### src/rtl/snax_simbacore_csr_ctrl_pkg.sv
// Shared types and constants for the SimbaCore CSR launch controller.
// Optional feature macro: SNAX_SIMBACORE_CSR_TIMEOUT_EN (WAIT_BUSY watchdog).
package snax_simbacore_csr_pkg;

    localparam int unsigned DefRegRWCount    = 6;
    localparam int unsigned DefRegROCount    = 4;
    localparam int unsigned DefRegDataWidth  = 32;
    localparam int unsigned DefNumModes      = 4;
    localparam int unsigned DefTimeoutCycles = 1024;

    typedef enum logic [1:0] {
        IDLE,
        ISSUE,
        WAIT_BUSY,
        RUN
    } state_e;

    // RW CSR word indices
    localparam int unsigned ModeIdx   = 0;
    localparam int unsigned SeqLenIdx = 1;
    localparam int unsigned DModelIdx = 2;
    localparam int unsigned DtRankIdx = 3;
    localparam int unsigned DInnerIdx = 4;
    localparam int unsigned StartIdx  = 5;

    // RO CSR word indices
    localparam int unsigned StatusIdx = 0;
    localparam int unsigned PerfIdx   = 1;
    localparam int unsigned LaunchIdx = 2;
    localparam int unsigned ErrIdx    = 3;

    // Status word bit positions
    localparam int unsigned BusyBit    = 0;
    localparam int unsigned ErrBit     = 1;
    localparam int unsigned TimeoutBit = 2;

    // A launch is legal only with a known mode and non-empty sequence/model dims.
    function automatic logic cfg_legal(
        input logic [DefRegDataWidth-1:0] mode,
        input logic [DefRegDataWidth-1:0] seq_len,
        input logic [DefRegDataWidth-1:0] d_model,
        input int unsigned                num_modes
    );
        return (mode < DefRegDataWidth'(num_modes)) && (seq_len != '0) && (d_model != '0);
    endfunction

endpackage

### src/rtl/snax_simbacore_csr_ctrl_if.sv
// CSR manager / SimbaCore config bus bundle for the launch controller.
// master: CSR manager + core side; slave: the controller.
interface snax_simbacore_csr_ctrl_if #(
    parameter int unsigned RegRWCount   = snax_simbacore_csr_pkg::DefRegRWCount,
    parameter int unsigned RegROCount   = snax_simbacore_csr_pkg::DefRegROCount,
    parameter int unsigned RegDataWidth = snax_simbacore_csr_pkg::DefRegDataWidth
);

    logic [RegRWCount*RegDataWidth-1:0] csr_reg_set;
    logic                               csr_reg_set_valid;
    logic                               csr_reg_set_ready;
    logic [RegROCount*RegDataWidth-1:0] csr_reg_ro_set;

    logic                               cfg_valid;
    logic                               cfg_ready;
    logic [RegDataWidth-1:0]            cfg_mode;
    logic [RegDataWidth-1:0]            cfg_seq_len;
    logic [RegDataWidth-1:0]            cfg_d_model;
    logic [RegDataWidth-1:0]            cfg_dt_rank;
    logic [RegDataWidth-1:0]            cfg_d_inner;

    logic                               core_busy;

    modport master (
        output csr_reg_set, csr_reg_set_valid, cfg_ready, core_busy,
        input  csr_reg_set_ready, csr_reg_ro_set, cfg_valid,
               cfg_mode, cfg_seq_len, cfg_d_model, cfg_dt_rank, cfg_d_inner
    );

    modport slave (
        input  csr_reg_set, csr_reg_set_valid, cfg_ready, core_busy,
        output csr_reg_set_ready, csr_reg_ro_set, cfg_valid,
               cfg_mode, cfg_seq_len, cfg_d_model, cfg_dt_rank, cfg_d_inner
    );

endinterface

### src/rtl/snax_simbacore_csr_ctrl_sat_counter.sv
// Up-counter with synchronous clear and optional saturation at all-ones.
module snax_simbacore_sat_counter #(
    parameter int unsigned Width    = 32,
    parameter bit          Saturate = 1'b0
) (
    input  logic             clk,
    input  logic             rst,
    input  logic             clear,
    input  logic             en,
    output logic [Width-1:0] count
);

    // Clear wins over enable; saturating instances stop at all-ones, others wrap.
    always_ff @(posedge clk) begin
        if (rst || clear) begin
            count <= '0;
        end else if (en && !(Saturate && (count == '1))) begin
            count <= count + Width'(1);
        end
    end

endmodule

### src/rtl/snax_simbacore_csr_ctrl.sv
// Launch controller between the SNAX CSR manager and the SimbaCore config port.
// Latches CSR writes, validates launches, performs one config handshake per
// launch and tracks core busy to completion. Status/perf/launch/error are RO.
// Optional feature macro: SNAX_SIMBACORE_CSR_TIMEOUT_EN (WAIT_BUSY watchdog).
module snax_simbacore_csr_ctrl
    import snax_simbacore_csr_pkg::*;
#(
    parameter int unsigned RegRWCount    = DefRegRWCount,
    parameter int unsigned RegROCount    = DefRegROCount,
    parameter int unsigned RegDataWidth  = DefRegDataWidth,
    parameter int unsigned NumModes      = DefNumModes,
    parameter int unsigned TimeoutCycles = DefTimeoutCycles
) (
    input logic                      clk_i,
    input logic                      rst_i,
    snax_simbacore_csr_ctrl_if.slave bus
);

    state_e                  state;
    logic                    cfg_valid_q;
    logic [RegDataWidth-1:0] mode_q, seq_len_q, d_model_q, dt_rank_q, d_inner_q;
    logic                    err_q;

    logic [RegDataWidth-1:0] word [RegRWCount];
    logic                    csr_fire;
    logic                    start;
    logic                    legal;
    logic                    launch_fire;
    logic                    err_fire;
    logic                    cfg_fire;
    logic                    timeout_fire;
    logic [RegDataWidth-1:0] status;
    logic [RegDataWidth-1:0] perf_cnt, launch_cnt, err_cnt;
    logic                    unused_start_bits;

`ifdef SNAX_SIMBACORE_CSR_TIMEOUT_EN
    logic [15:0]             wd_q;
    logic                    to_q;
`endif

    // Split the flat CSR bus into words.
    always_comb begin
        for (int unsigned i = 0; i < RegRWCount; i++) begin
            word[i] = bus.csr_reg_set[i*RegDataWidth +: RegDataWidth];
        end
    end

    assign unused_start_bits = ^word[StartIdx][RegDataWidth-1:1];

    assign bus.csr_reg_set_ready = (state == IDLE);
    assign csr_fire    = bus.csr_reg_set_valid && (state == IDLE);
    assign start       = word[StartIdx][0];
    assign legal       = cfg_legal(word[ModeIdx], word[SeqLenIdx], word[DModelIdx], NumModes);
    assign launch_fire = csr_fire && start && legal;
    assign err_fire    = csr_fire && start && !legal;
    assign cfg_fire    = (state == ISSUE) && cfg_valid_q && bus.cfg_ready;

`ifdef SNAX_SIMBACORE_CSR_TIMEOUT_EN
    assign timeout_fire = (state == WAIT_BUSY) && !bus.core_busy
                          && (wd_q == 16'(TimeoutCycles - 1));
`else
    assign timeout_fire = 1'b0;
`endif

    // Launch FSM with registered config handshake, shadow regs and sticky error flags.
    always_ff @(posedge clk_i) begin
        if (rst_i) begin
            state       <= IDLE;
            cfg_valid_q <= 1'b0;
            mode_q      <= '0;
            seq_len_q   <= '0;
            d_model_q   <= '0;
            dt_rank_q   <= '0;
            d_inner_q   <= '0;
            err_q       <= 1'b0;
`ifdef SNAX_SIMBACORE_CSR_TIMEOUT_EN
            wd_q        <= '0;
            to_q        <= 1'b0;
`endif
        end else begin
            case (state)
                IDLE: begin
                    if (csr_fire) begin
                        mode_q    <= word[ModeIdx];
                        seq_len_q <= word[SeqLenIdx];
                        d_model_q <= word[DModelIdx];
                        dt_rank_q <= word[DtRankIdx];
                        d_inner_q <= word[DInnerIdx];
                        if (launch_fire) begin
                            state       <= ISSUE;
                            cfg_valid_q <= 1'b1;
                            err_q       <= 1'b0;
`ifdef SNAX_SIMBACORE_CSR_TIMEOUT_EN
                            to_q        <= 1'b0;
`endif
                        end else if (err_fire) begin
                            err_q <= 1'b1;
                        end
                    end
                end
                ISSUE: begin
                    if (cfg_fire) begin
                        state       <= WAIT_BUSY;
                        cfg_valid_q <= 1'b0;
`ifdef SNAX_SIMBACORE_CSR_TIMEOUT_EN
                        wd_q        <= '0;
`endif
                    end
                end
                WAIT_BUSY: begin
                    if (bus.core_busy) begin
                        state <= RUN;
`ifdef SNAX_SIMBACORE_CSR_TIMEOUT_EN
                    end else if (timeout_fire) begin
                        state <= IDLE;
                        err_q <= 1'b1;
                        to_q  <= 1'b1;
                    end else begin
                        wd_q <= wd_q + 16'd1;
`endif
                    end
                end
                RUN: begin
                    if (!bus.core_busy) begin
                        state <= IDLE;
                    end
                end
                default: begin
                    state       <= IDLE;
                    cfg_valid_q <= 1'b0;
                end
            endcase
        end
    end

    assign bus.cfg_valid   = cfg_valid_q;
    assign bus.cfg_mode    = mode_q;
    assign bus.cfg_seq_len = seq_len_q;
    assign bus.cfg_d_model = d_model_q;
    assign bus.cfg_dt_rank = dt_rank_q;
    assign bus.cfg_d_inner = d_inner_q;

    // Perf restarts on each legal launch and is frozen while idle.
    snax_simbacore_sat_counter #(
        .Width    (RegDataWidth),
        .Saturate (1'b1)
    ) u_perf_cnt (
        .clk   (clk_i),
        .rst   (rst_i),
        .clear (launch_fire),
        .en    (state != IDLE),
        .count (perf_cnt)
    );

    snax_simbacore_sat_counter #(
        .Width    (RegDataWidth),
        .Saturate (1'b0)
    ) u_launch_cnt (
        .clk   (clk_i),
        .rst   (rst_i),
        .clear (1'b0),
        .en    (cfg_fire),
        .count (launch_cnt)
    );

    snax_simbacore_sat_counter #(
        .Width    (RegDataWidth),
        .Saturate (1'b0)
    ) u_err_cnt (
        .clk   (clk_i),
        .rst   (rst_i),
        .clear (1'b0),
        .en    (err_fire || timeout_fire),
        .count (err_cnt)
    );

    // Assemble the status word and the flat RO CSR bus.
    always_comb begin
        status          = '0;
        status[BusyBit] = (state != IDLE);
        status[ErrBit]  = err_q;
`ifdef SNAX_SIMBACORE_CSR_TIMEOUT_EN
        status[TimeoutBit] = to_q;
`endif
        bus.csr_reg_ro_set = '0;
        bus.csr_reg_ro_set[StatusIdx*RegDataWidth +: RegDataWidth] = status;
        bus.csr_reg_ro_set[PerfIdx*RegDataWidth   +: RegDataWidth] = perf_cnt;
        bus.csr_reg_ro_set[LaunchIdx*RegDataWidth +: RegDataWidth] = launch_cnt;
        bus.csr_reg_ro_set[ErrIdx*RegDataWidth    +: RegDataWidth] = err_cnt;
    end

endmodule
### src/flat_wrapper.sv
// flat-port wrapper written by rule: the top's interface ports become plain ports
module snax_simbacore_csr_ctrl_flat import snax_simbacore_csr_pkg::*;
#(
    parameter int unsigned RegRWCount    = DefRegRWCount,
    parameter int unsigned RegROCount    = DefRegROCount,
    parameter int unsigned RegDataWidth  = DefRegDataWidth,
    parameter int unsigned NumModes      = DefNumModes,
    parameter int unsigned TimeoutCycles = DefTimeoutCycles
)
  (clk_i, rst_i, bus_csr_reg_set, bus_csr_reg_set_valid, bus_cfg_ready, bus_core_busy, bus_csr_reg_set_ready, bus_csr_reg_ro_set, bus_cfg_valid, bus_cfg_mode, bus_cfg_seq_len, bus_cfg_d_model, bus_cfg_dt_rank, bus_cfg_d_inner);
  snax_simbacore_csr_ctrl_if #(.RegRWCount(RegRWCount), .RegROCount(RegROCount), .RegDataWidth(RegDataWidth)) bus_i ();
  input logic clk_i;
  input logic rst_i;
  input wire logic [$bits(bus_i.csr_reg_set)-1:0] bus_csr_reg_set;
  input wire logic [$bits(bus_i.csr_reg_set_valid)-1:0] bus_csr_reg_set_valid;
  input wire logic [$bits(bus_i.cfg_ready)-1:0] bus_cfg_ready;
  input wire logic [$bits(bus_i.core_busy)-1:0] bus_core_busy;
  output wire logic [$bits(bus_i.csr_reg_set_ready)-1:0] bus_csr_reg_set_ready;
  output wire logic [$bits(bus_i.csr_reg_ro_set)-1:0] bus_csr_reg_ro_set;
  output wire logic [$bits(bus_i.cfg_valid)-1:0] bus_cfg_valid;
  output wire logic [$bits(bus_i.cfg_mode)-1:0] bus_cfg_mode;
  output wire logic [$bits(bus_i.cfg_seq_len)-1:0] bus_cfg_seq_len;
  output wire logic [$bits(bus_i.cfg_d_model)-1:0] bus_cfg_d_model;
  output wire logic [$bits(bus_i.cfg_dt_rank)-1:0] bus_cfg_dt_rank;
  output wire logic [$bits(bus_i.cfg_d_inner)-1:0] bus_cfg_d_inner;
  assign bus_i.csr_reg_set = bus_csr_reg_set;
  assign bus_i.csr_reg_set_valid = bus_csr_reg_set_valid;
  assign bus_i.cfg_ready = bus_cfg_ready;
  assign bus_i.core_busy = bus_core_busy;
  assign bus_csr_reg_set_ready = bus_i.csr_reg_set_ready;
  assign bus_csr_reg_ro_set = bus_i.csr_reg_ro_set;
  assign bus_cfg_valid = bus_i.cfg_valid;
  assign bus_cfg_mode = bus_i.cfg_mode;
  assign bus_cfg_seq_len = bus_i.cfg_seq_len;
  assign bus_cfg_d_model = bus_i.cfg_d_model;
  assign bus_cfg_dt_rank = bus_i.cfg_dt_rank;
  assign bus_cfg_d_inner = bus_i.cfg_d_inner;
  snax_simbacore_csr_ctrl #(.RegRWCount(RegRWCount), .RegROCount(RegROCount), .RegDataWidth(RegDataWidth), .NumModes(NumModes), .TimeoutCycles(TimeoutCycles)) u_core (.clk_i(clk_i), .rst_i(rst_i), .bus(bus_i));
endmodule
### config.mk
export PLATFORM = sky130hd
export DESIGN_NAME = snax_simbacore_csr_ctrl_flat
export DESIGN_NICKNAME = d
export VERILOG_FILES = /design/src/rtl/snax_simbacore_csr_ctrl_pkg.sv /design/src/rtl/snax_simbacore_csr_ctrl_if.sv /design/src/rtl/snax_simbacore_csr_ctrl_sat_counter.sv /design/src/rtl/snax_simbacore_csr_ctrl.sv /design/src/flat_wrapper.sv
export SDC_FILE = /design/constraint.sdc
export NUM_CORES = 1
export LEC_CHECK = 0
export CAP_MARGIN = 5
export CORE_AREA = 2 2 191 193
export DETAILED_ROUTE_END_ITERATION = 16
export DIE_AREA = 0 0 193 195
export RECOVER_POWER = 25
export SYNTH_ARGS = -nofsm -noshare
export SYNTH_HDL_FRONTEND = slang
export SYNTH_SLANG_ARGS = --single-unit
### constraint.sdc
create_clock -name clk_i -period 2.1 [get_ports clk_i]
set_input_delay 0.42 -clock clk_i [delete_from_list [all_inputs] [get_ports clk_i]]
set_output_delay 0.42 -clock clk_i [all_outputs]
set_load 0.02 [all_outputs]
==> qor.csv <==
stage,metric,value,unit
finish,multi_input_area,5220,um^2
grt,grt_pass1_wl,56900,um
grt,antenna_found_initial,2,
synth,ys_async_sr_fraction,0,%
route,drc,0,
synth,synthFlopType,dfxtp_1,
finish,design_area,17200,um^2
clock_tree,cts_buffers,31,
sta,slew_violations,0,
clock_tree,cts.sinks,260,
clock_tree,cts.htree.levels,1,
worst_hold_path,hp-class,input pin to flop,
synth,yosysWarnings,0,
synth,ys_types,50,
route,postRouteAntennaNets,0,
placed_design,io_buffers,425,
synth,synth.cell_area,10600,um^2
finish,nNetsFinal,1999,
grt,grt_start_max_net_pins,89,
pwr,p_total,0.0125,W
route,drtIter0Drc,400,
grt,grt_usage,19.0,%
floorplan,placement_rows,69,
sta,min_period,2.06,ns
synth,synth_edf_count,0,
placed_design,dpl_cell_area,15900,um^2
setup_path,arrival,1.64,ns
setup_path,start_kind,flop,
floorplan,num_io_pins,487,
setup_path,slowest_delay,0.64,ns
pwr,power_density,727,nW/um^2
setup_path,path_class,flop to output pin,
route,wl_per_cell,16.5,um
clock_tree,cts_tree,yes,
setup_path,worstPathRequired,1.68,ns
finish,fill_cells,3419,
sta,setup_viol,0,
synth,synth-seq-cells,260,
route,vias,10760,
route,drt_wl_total,37700,um
floorplan,fp.dieH,195,um
setup_path,cp_cell_sequence,clkdlybuf4s50_1,
floorplan,initial_utilization,29.9,%
synth,ys_seq_area_share,49.1,%
clock_tree,cts-root-buf,clkbuf_16,
sta,hold_viol,0,
pwr,vdd_drop_max,0.686,mV
pwr,p_leak,6.57,nW
finish,seq_area,5200,um^2
setup_path,rr_startpoint,u_core.state[1]$_SDFFE_PP0P_,
route,avgViaCountPerCell,4.72,
setup_path,critical-path-slowest-cell,clkdlybuf4s50_1,
placed_design,gp_congestion,0.834,
status,status,"finished, final reports clean",
finish,area_growth,61.9,%
setup_path,startpoint,u_core.u_err_cnt.count[28]$_SDFFE_PP0P_,
clock_tree,cts_max_path_buffers,3,
sta,clock_skew,0.0203,ns
setup_path,cpLargestDelayFamily,buffers and inverters,
grt,grt_pass1_vias,10384,
clock_tree,clkLatencyLatePin,0.57,ns
placed_design,post-dp-hpwl,27400,um
setup_path,end_kind,output pin,
finish,drive_gt1_share,11.8,%
floorplan,fp.dieW,193,um
worst_hold_path,hp-start,bus_csr_reg_set[82],
synth,synth_area_per_cell,8.08,um^2
sta,post-route-period-util,97.9,%
sta,rsz0062_at_grt,yes,
setup_path,cp_max_fo,4,
floorplan,coreArea,35400,um^2
synth,postSynthCellCount,1311,
clock_tree,clkSlewWorstSetupHoldPaths,0.06,ns
floorplan,die_area,37600,um^2
flow_run,maxCapViolations,0,
grt,grt_overflow,0,
sta,fmax,0.486,GHz
setup_path,critPathBufInv,1,
route,drtPass1Iterations,4,
==> stage by stage <==
stage	hold WS, ns	worst slack [ns]	TNS [ns]	instances	utilization [%]
floorplan	0.442	0.0153	0	1340	-
global placement	0.441	-1.30	-69.57	2218	44.9
detailed placement	0.446	-1.26	-67.86	2218	44.9
CTS	0.126	0.000866	0	2278	48.5
global route	0.126	-0.0152	-0.0167	2282	48.5
finish	0.143	0.0432	0	2282	48.5
==> final cells by class <==
| cell class | count | share of cell area (%) |
|---|---|---|
| flip-flops and latches | 260 | 30.3 |
| repair buffers | 528 | 28.9 |
| clock inverters | 14 | 1.08 |
| multi-input cells | 954 | 30.4 |
| inverters | 20 | 0.438 |
| clock buffers | 43 | 5.43 |
| well taps | 461 | 3.36 |
| diodes | 2 | 0.0292 |
==> power by group <==
group | internal (W) | switching, W | total [W]
sequential | 0.00511 | 0.0000930 | 0.00521
combinational | 0.000732 | 0.000804 | 0.00154
clock | 0.00357 | 0.00216 | 0.00574
total | 0.00942 | 0.00306 | 0.0125
==> cells in the mapped netlist (11+ instances only) <==
cell        n  area [um^2]
a21oi_1   185          926
buf_4      34          255
clkbuf_1   65          244
dfxtp_1   260         5200
inv_1      20         75.1
nand2_1   354         1330
nand3_1    30          150
nand4_1    25          156
nor2_1     92          345
nor4_1     34          213
o21ai_0    18         90.1
o31ai_1    11         82.6
or3_1      14         87.6
xnor2_1    27          236
xor2_1     39          342
==> placed cells by master, fill, tap and decap left out, drive strengths merged, types with 22 or more instances in the layout <==
master | synthesis | final
nand2 | 355 | 355
clkdlybuf4s50 | 0 | 335
dfxtp | 260 | 260
a21oi | 185 | 185
buf | 41 | 105
nor2 | 92 | 92
clkbuf | 65 | 71
dlygate4sd2 | 0 | 47
xor2 | 39 | 39
nor4 | 37 | 37
nand3 | 30 | 30
conb | 1 | 30
xnor2 | 27 | 27
nand4 | 27 | 27
inv | 20 | 22
==> timing repair <==
action,4_1_cts,5_1_grt
resized for setup,97,70
setup endpoints to repair,92,86
buffers inserted,6,3
gates cloned,0,0
hold buffers,0,0
pin swaps,16,32
hold endpoints to repair,0,0
==> worst paths after layout <==
kind              cells after the start                                       end  slack [ns]
setup / recovery                      1                   bus_csr_reg_ro_set[124]        0.04
hold / removal                        3   u_core.bus.cfg_d_model[18]$_SDFFE_PP0P_        0.14
setup reg to reg                      9  u_core.u_perf_cnt.count[24]$_SDFFE_PP0P_        0.12
hold reg to reg                       2    u_core.bus.cfg_d_inner[9]$_SDFFE_PP0P_        0.45
==> cells by family after synthesis <==
kind of cell | share of synthesized area (%)
AND/OR/NAND/NOR | 26.0
flip-flops | 49.1
AO/OA/AOI/OAI | 12.4
buffers and inverters | 5.74
XOR/XNOR | 5.45
adder cells (fa/ha/maj) | 0.826
multiplexers | 0.472
other | 0.0354
==> metal layers <==
metal,share of wire (%),routed length (um),GRT usage (%)
met2,49,18400,32.6
met1,40,15000,22.7
met5,0,0,0
met4,3.5,1300,6.57
met3,7.8,2950,5.21
==> worst min-delay path: cells and delay by family <==
family	cells	cell delay (ns)
buffers and inverters	1	0.12
AO/OA/AOI/OAI	1	0.05
AND/OR/NAND/NOR	1	0.05
==> registers in the layout (all words and copies together) (netlist names) <==
register,flops
u_core.bus.cfg_d_model,32
u_core.u_err_cnt.count,32
u_core.bus.cfg_valid,1
u_core.bus.cfg_seq_len,32
u_core.bus.cfg_mode,32
u_core.bus.cfg_d_inner,32
u_core.bus.cfg_dt_rank,32
u_core.u_perf_cnt.count,32
u_core.u_launch_cnt.count,32
u_core.state,2
u_core.err_q,1
Note: power is estimated with default switching activity, not from simulation.
